### config.mk
export PLATFORM = sky130hd
export DESIGN_NAME = nibble_serial_adder_ctrl
export DESIGN_NICKNAME = d
export VERILOG_FILES = /design/src/rtl/nibble_serial_adder_ctrl.sv
export SDC_FILE = /design/constraint.sdc
export NUM_CORES = 1
export LEC_CHECK = 0
export CORE_UTILIZATION = 46
export DETAILED_ROUTE_END_ITERATION = 16
export PLACE_DENSITY = 0.84
export SLEW_MARGIN = 20
export SYNTH_ARGS = -nofsm -noshare
export SYNTH_HDL_FRONTEND = slang
export SYNTH_SLANG_ARGS = --single-unit
### constraint.sdc
create_clock -name clk -period 3 [get_ports clk]
set_clock_uncertainty 0.1 [all_clocks]
set_input_delay 0.3 -clock clk [delete_from_list [all_inputs] [get_ports clk]]
set_output_delay 0.3 -clock clk [all_outputs]
set_load 0.02 [all_outputs]
### src/rtl/nibble_serial_adder_ctrl.sv
// nibble_serial_adder_ctrl: WIDTH-bit add stepped one nibble per cycle through a shared
// 4-bit ripple-carry adder; define NIBBLE_ADDER_SUB_EN to add the in_sub subtract mode.
module rippleca (
   input  logic [3:0] i_a,
   input  logic [3:0] i_b,
   input  logic       i_cin,
   output logic [3:0] o_s,
   output logic       o_c4
);
   logic [4:0] w_c;
   assign w_c[0] = i_cin;
   for (genvar i = 0; i < 4; i++) begin : g_fa
      assign o_s[i]   = i_a[i] ^ i_b[i] ^ w_c[i];
      assign w_c[i+1] = (i_a[i] & i_b[i]) | (w_c[i] & (i_a[i] ^ i_b[i]));
   end
   assign o_c4 = w_c[4];
endmodule

module nibble_serial_adder_ctrl #(
   parameter int WIDTH = 16
) (
   input  logic             clk,
   input  logic             rst_n,
   input  logic             in_valid,
   output logic             in_ready,
   input  logic [WIDTH-1:0] in_a,
   input  logic [WIDTH-1:0] in_b,
   input  logic             in_cin,
   output logic             out_valid,
   input  logic             out_ready,
   output logic [WIDTH-1:0] out_sum,
   output logic             out_cout,
   output logic             out_ovf,
   output logic             busy
`ifdef NIBBLE_ADDER_SUB_EN
   ,
   input  logic             in_sub
`endif
);
   localparam int NIB = WIDTH / 4;
   localparam int IW  = (NIB > 1) ? $clog2(NIB) : 1;

   if ((WIDTH % 4) != 0 || WIDTH < 4) begin : g_bad_width
      $error("nibble_serial_adder_ctrl: WIDTH must be a multiple of 4 and >= 4");
   end

   typedef enum logic [1:0] {IDLE, RUN, DONE} state_t;

   state_t           r_state, w_next;
   logic [IW-1:0]    r_idx;
   logic [WIDTH-1:0] r_a, r_b, r_sum;
   logic             r_c, r_cout, r_ovf;
   logic [WIDTH-1:0] w_beff;
   logic             w_cin, w_last, w_c4;
   logic [3:0]       w_s;

`ifdef NIBBLE_ADDER_SUB_EN
   assign w_beff = in_sub ? ~in_b : in_b;
   assign w_cin  = in_sub | in_cin;
`else
   assign w_beff = in_b;
   assign w_cin  = in_cin;
`endif

   assign w_last = (r_idx == IW'(NIB - 1));

   rippleca u_add (
      .i_a  (r_a[4*r_idx +: 4]),
      .i_b  (r_b[4*r_idx +: 4]),
      .i_cin(r_c),
      .o_s  (w_s),
      .o_c4 (w_c4)
   );

   always_ff @(posedge clk or negedge rst_n) begin
      if (!rst_n) begin
         r_state <= IDLE;
         r_idx   <= '0;
         r_a     <= '0;
         r_b     <= '0;
         r_c     <= 1'b0;
         r_sum   <= '0;
         r_cout  <= 1'b0;
         r_ovf   <= 1'b0;
      end else begin
         r_state <= w_next;
         if (r_state == IDLE && in_valid) begin
            r_a   <= in_a;
            r_b   <= w_beff;
            r_c   <= w_cin;
            r_idx <= '0;
         end else if (r_state == RUN) begin
            r_sum[4*r_idx +: 4] <= w_s;
            r_c                 <= w_c4;
            r_idx               <= r_idx + IW'(1);
            if (w_last) begin
               r_cout <= w_c4;
               r_ovf  <= (r_a[WIDTH-1] == r_b[WIDTH-1]) && (w_s[3] != r_a[WIDTH-1]);
            end
         end
      end
   end

   always_comb begin
      w_next = r_state;
      if (r_state == IDLE && in_valid) w_next = RUN;
      else if (r_state == RUN && w_last) w_next = DONE;
      else if (r_state == DONE && out_ready) w_next = IDLE;
   end

   assign in_ready  = (r_state == IDLE);
   assign busy      = (r_state != IDLE);
   assign out_valid = (r_state == DONE);
   assign out_sum   = r_sum;
   assign out_cout  = r_cout;
   assign out_ovf   = r_ovf;
endmodule

### After elaboration in Yosys (flattened, before gate mapping)

Cells that the tools add are included.

| operators by class | value |
|---|---|
| add/sub/neg operators | 2 |
| $mul | 0 |
| divide/modulo/power cells | 0 |
| magnitude comparators | 0 |
| equal/unequal tests | 5 |
| shift-type cells | 4 |
| multiplexer cells | 8 |
| bitwise operators | 21 |
| reduce and logical (&&, ||, !) cells | 10 |

Operators with widths:

| cell | number |
|---|---|
| 4-bit negator with 34-bit output | 1 |
| 4-bit by 34-bit variable shift with 16-bit output (first input constant) | 1 |
| 4-bit by 34-bit variable part select with 16-bit output | 1 |
| 16-bit by 5-bit variable part select with 4-bit output | 2 |
| 16-bit bitwise mux | 1 |
| 2-bit 2-to-1 mux | 5 |
| 1-bit bitwise AND | 8 |
| 1-bit bitwise XOR | 8 |
| 2-bit == test (second input constant) | 2 |
| 1-bit logical AND | 4 |
| 1-bit OR | 4 |
| 2-bit nonzero test | 2 |
| 3-bit AND reduction | 1 |
| 3-bit nonzero test | 1 |
| 2-bit by 1-bit adder with 2-bit output (second input constant) | 1 |
| 2-bit by 1-bit == test with 1-bit output (second input constant) | 1 |
| 2-bit zero test | 1 |
| 1-bit 2-to-1 mux | 2 |
| 2-bit AND reduction | 1 |
| 1-bit == test | 1 |
| 1-bit inequality test | 1 |
| 1-bit NOT | 1 |

| storage, ports and cells | value |
|---|---|
| register bits | 55 |
| latch bits | 0 |
| memory bits (writable) | 0 |
| ROM bits | 0 |
| output and inout port bits | 21 |
| memories | 0 |

### Depth between registers and ports, before layout

| logic depth | value |
|---|---|
| depth after elaboration | 12 |
| depth in mapped cells | 13 |
| gate-level depth less buffers | 12 |

### Modules after synthesis

A second synthesis with hierarchy kept.

| unflattened totals | value |
|---|---|
| cell total of the unflattened synthesis | 189 |
| area total of the unflattened synthesis | 2,757.6 um^2 |

By module, submodules not included:

| module | times used | cells each | area each (um^2) | sequential area each (um^2) |
|---|---|---|---|---|
| nibble_serial_adder_ctrl | 1 | 175 | 2,640.0 | 1,376.3 |
| rippleca | 1 | 14 | 117.6 | 0.0 |

### Least setup slack after synthesis

No wires, ideal clock.

| path | value |
|---|---|
| kind | register to register |
| start point | reg r_idx[0] |
| end point | reg r_ovf, in the netlist out_ovf |
| library setup time | 137 ps |
| arrival time | 2,807 ps |
| path slack | -44 ps |
| stages on the path, launching flop included | 11 |
| path buffers | 1 |
| period minus slack after synthesis | 3,044 ps |
| cells stage by stage | dfrtp_1 > buf_2 > mux4_2 > fa_1 > inv_1 > fa_1 > inv_1 > fa_1 > and3b_1 > a21oi_1 > o21ai_0 |

| on the way | value |
|---|---|
| word-level cells in the longest chain between the ends | 11 |

Ends and longest elaborated chain:

| element | RTL line | text |
|---|---|---|
| from (decl) | 50 | `logic [IW-1:0] r_idx;` |
| from (signal assigned) | 95 | `r_idx <= r_idx + IW'(1);` |
| 16-bit by 5-bit variable part select with 4-bit output, on equally long branches | 68, 69 |  |
| 1-bit bitwise XOR | 14 | `assign w_c[i+1] = (i_a[i] & i_b[i]) \| (w_c[i] & (i_a[i] ^ i_b[i]));` |
| 1-bit bitwise AND | 14 |  |
| 1-bit OR | 14 |  |
| 1-bit bitwise AND | 14 |  |
| 1-bit OR | 14 |  |
| 1-bit bitwise AND | 14 |  |
| 1-bit OR | 14 |  |
| 1-bit bitwise XOR | 13 | `assign o_s[i] = i_a[i] ^ i_b[i] ^ w_c[i];` |
| 1-bit inequality test | 98 | `r_ovf <= (r_a[WIDTH-1] == r_b[WIDTH-1]) && (w_s[3] != r_a[WIDTH-1]);` |
| 1-bit logical AND | 98 |  |
| to (signal assigned) | 98 |  |
| to (decl) | 52 | `logic r_c, r_cout, r_ovf;` |

Several ways; a longest one is shown, not always the timed one.
A chain may end at the register's enable or synchronous reset.

### Worst setup path in the final report

| path | value |
|---|---|
| start point | reg r_idx[0] |
| end point | reg r_sum[15], in the netlist out_sum[15] |

| on the way | value |
|---|---|
| word-level cells in the longest chain between the ends | 11 |

Ends and longest elaborated chain:

| element | RTL line | text |
|---|---|---|
| 16-bit by 5-bit variable part select with 4-bit output, on equally long branches | 68, 69 |  |
| 1-bit bitwise XOR | 13, 14 |  |
| 1-bit bitwise AND | 14 |  |
| 1-bit OR | 14 |  |
| 1-bit bitwise AND | 14 |  |
| 1-bit OR | 14 |  |
| 1-bit bitwise AND | 14 |  |
| 1-bit OR | 14 |  |
| 1-bit bitwise XOR | 13 |  |
| 4-bit by 34-bit variable part select with 16-bit output | 93 | `r_sum[4*r_idx +: 4] <= w_s;` |
| 16-bit bitwise mux * | 93 |  |
| to (signal, indexed assignment) | 93 |  |
| to (decl) | 51 | `logic [WIDTH-1:0] r_a, r_b, r_sum;` |

Every way passes the cells marked *; elsewhere a longest branch is shown, timed or not.

==> qor.csv <==
metric,value,unit
worst_slew_pin_slew,0.675,ns
power,0.00402,W
ys.warnings.count,0,
cp_data_required_time,3.11,ns
dp_cells,310,
drive_gt1_share,29.3,%
crit_arrival,3.14,ns
critPathLaunchType,flip-flop,
track_usage,17.5,%
outcome,"complete, but fails checks",
synth_edf_count,0,
cts_root_buf,clkbuf_8,
yosysMostFrequentCell,dfrtp_1,
clkTransAtPathRegs,0.09,ns
setup_viol,2,
clk_path_buf_depth,2,
finalMaxSlewViolations,0,
core,0.00557,mm^2
postSynth.asyncResetShare,100,%
grt_pass1_wl,8230,um
routed_wl,5050,um
p_per_area,1180,mW/mm^2
syn_nets,232,
fin_crit,3.03,ns
dieHeight,78.7,um
gp_congestion,0.762,
die-area,0.00620,mm^2
synth_ff_type,dfrtp_1,
crit_slowest_cell,fa_2,
synth.cell_area,0.00271,mm^2
endpoint_kind,flip-flop,
overflow,0,
grt_pass1_vias,1639,
pin_count,58,
finalCritPeriodShare,101,%
drc,0,
synth_top_area_share,50.8,%
grt_max_degree,56,
port_buffers,57,
crit_chain,mux4_2 > inv_2 > fa_2 > inv_2 > fa_2 > inv_2 > fa_2 > inv_2 > fa_2 > buf_4 > nand2b_4 > o31ai_1,
rsz0062_at_grt,true,
syn_inst,186,
initial_core_util,48.6,%
n_antenna_cell,0,
dp.final_hpwl,3760,um
slowest_delay,0.55,ns
synthTopCellsByCount,"55 x dfrtp_1, 29 x mux2_4, 17 x nand2_1",
antenna_left,0,
cts_htree_levels,2,
fp-row-count,27,
ys_seq_elements,55,
synth_sequential_area_ratio,50.8,%
synth_cell_types,34,
area_growth_syn_to_layout,26.2,%
maxCapViolations,0,
postPlaceCellArea,0.00330,mm^2
p_leak,1.49,nW
irDropWorstVdd,0.590,mV
clk_latency,0.30,ns
via_per_inst,5.24,
wl_per_cell,15.9,um
r2r_cells,12,
fmax,330,MHz
r2r_start,r_idx[0],
cts_tree,built,
worstPathMaxFanout,4,
r2r_end,out_sum[15],
cp_top_family,adder cells,
syn_area_per_cell,14.6,um^2
layoutNonFillerInstCount,318,
cts_buffers,5,
criticalPathCategory,reg -> reg,
final_nets,293,
dr.pass1.iters,4,
hold_class,in -> async,
cp-startpoint,r_idx[0],
finalWorstSetupSlack,-0.0290,ns
cts_sinks,55,
drt-initial-drc-count,96,
synth.area.top_cells,"dfrtp_1 51%, mux2_4 16%, mux4_2 6.7%, fa_1 3.0%, nand2_1 2.4%",
r2r_setup_slack,-0.03,ns
yosysTopAreaCell,dfrtp_1,
violations,setup timing,
hold_violations,0,
routed-via-count,1665,
chipWidth,78.7,um
cp_num_buf_inv,5,
antenna_found_initial,0,
slew_headroom,55.0,%
final_design_area_no_fill,0.00342,mm^2
==> worst max path at each step <==
stage | to | slack [ns] | cells after the start
after global placement | out_ovf | 0.03 | 12
final | out_sum[15] | -0.03 | 12
after floorplan | out_ovf | 0.01 | 13
after CTS | out_ovf | -0.08 | 12
after global routing | out_ovf | -0.16 | 12
after detailed placement | out_ovf | -0.07 | 12
==> layer usage <==
layer	share of wire, %	global-route usage, %
met2	49	26.8
met1	44	24.6
met3	4.6	3.45
met5	0	0
met4	1.8	7.22
==> worst register-to-register path: stages (launching register included) <==
cell and delay, ns:
dfrtp_2 0.41, mux4_2 0.53, inv_2 0.07, fa_2 0.18, inv_2 0.04, fa_2 0.34
inv_2 0.07, fa_2 0.20, inv_2 0.04, fa_2 0.55, buf_4 0.13, nand2b_4 0.06
o31ai_1 0.22
==> where the power goes <==
| part | switching, W | leakage (nW) | internal, W |
|---|---|---|---|
| logic | 0.00105 | 0.767 | 0.00128 |
| registers | 0.000257 | 0.687 | 0.00107 |
| clock network | 0.000213 | 0.0371 | 0.000156 |
==> final cells by class <==
class / count / area [um^2]
fillers: 440 / 2160
flip-flops and latches: 55 / 1380
well taps: 72 / 90.1
clock buffers: 6 / 72.6
repair buffers: 63 / 611
inverters: 12 / 45.0
multi-input cells: 110 / 1220
==> state kept, by name (all words and copies together), names as in the netlist <==
signal / flops
r_idx: 2
r_c: 1
out_sum: 16
r_b: 16
out_ovf: 1
r_state: 2
out_cout: 1
r_a: 16
==> metrics by stage <==
step / setup WS, ns / util [%] / hold WS, ns / setup TNS (ns)
2_1_floorplan: 0.0130 / - / -0.0956 / 0
3_3_place_gp: 0.0306 / 59.2 / 0.360 / 0
3_5_place_dp: -0.0750 / 59.2 / 0.363 / -0.0782
4_1_cts: -0.0781 / 60.6 / 0.0396 / -0.0781
5_1_grt: -0.163 / 61.3 / 0.0870 / -0.524
6_report: -0.0290 / 61.3 / 0.0157 / -0.0386
==> cell usage in the layout, fill, tap and decap left out, drive strengths merged, types with 4 or more instances in the layout <==
master         netlist  final
nand2               17     17
ha                   5      5
buf                  7      7
mux4                 8      8
o21ai                7      7
fa                   4      4
o41ai                6      6
clkbuf               2      6
mux2                34     34
dfrtp               55     55
inv                 12     12
nand3b               4      4
o31ai                6      6
clkdlybuf4s50        0     56
==> what timing repair did <==
| item | in CTS | in global routing |
|---|---|---|
| hold buffers | 0 | 0 |
| setup buffers | 1 | 1 |
| endpoints found under the setup margin | 2 | 6 |
| pin swaps | 3 | 5 |
| gates resized for setup | 2 | 13 |
==> kinds of logic (layout without fill, tap and decap cells) <==
| family | Yosys count | after routing | share of synthesized area [%] |
|---|---|---|---|
| compound gates | 26 | 26 | 6.84 |
| fa+ha+maj | 9 | 9 | 5.27 |
| buf+inv | 21 | 81 | 5.18 |
| flops | 55 | 55 | 50.8 |
| mux | 42 | 42 | 24.8 |
| simple gates | 33 | 33 | 7.07 |
Power figures use the tool's default switching activity.
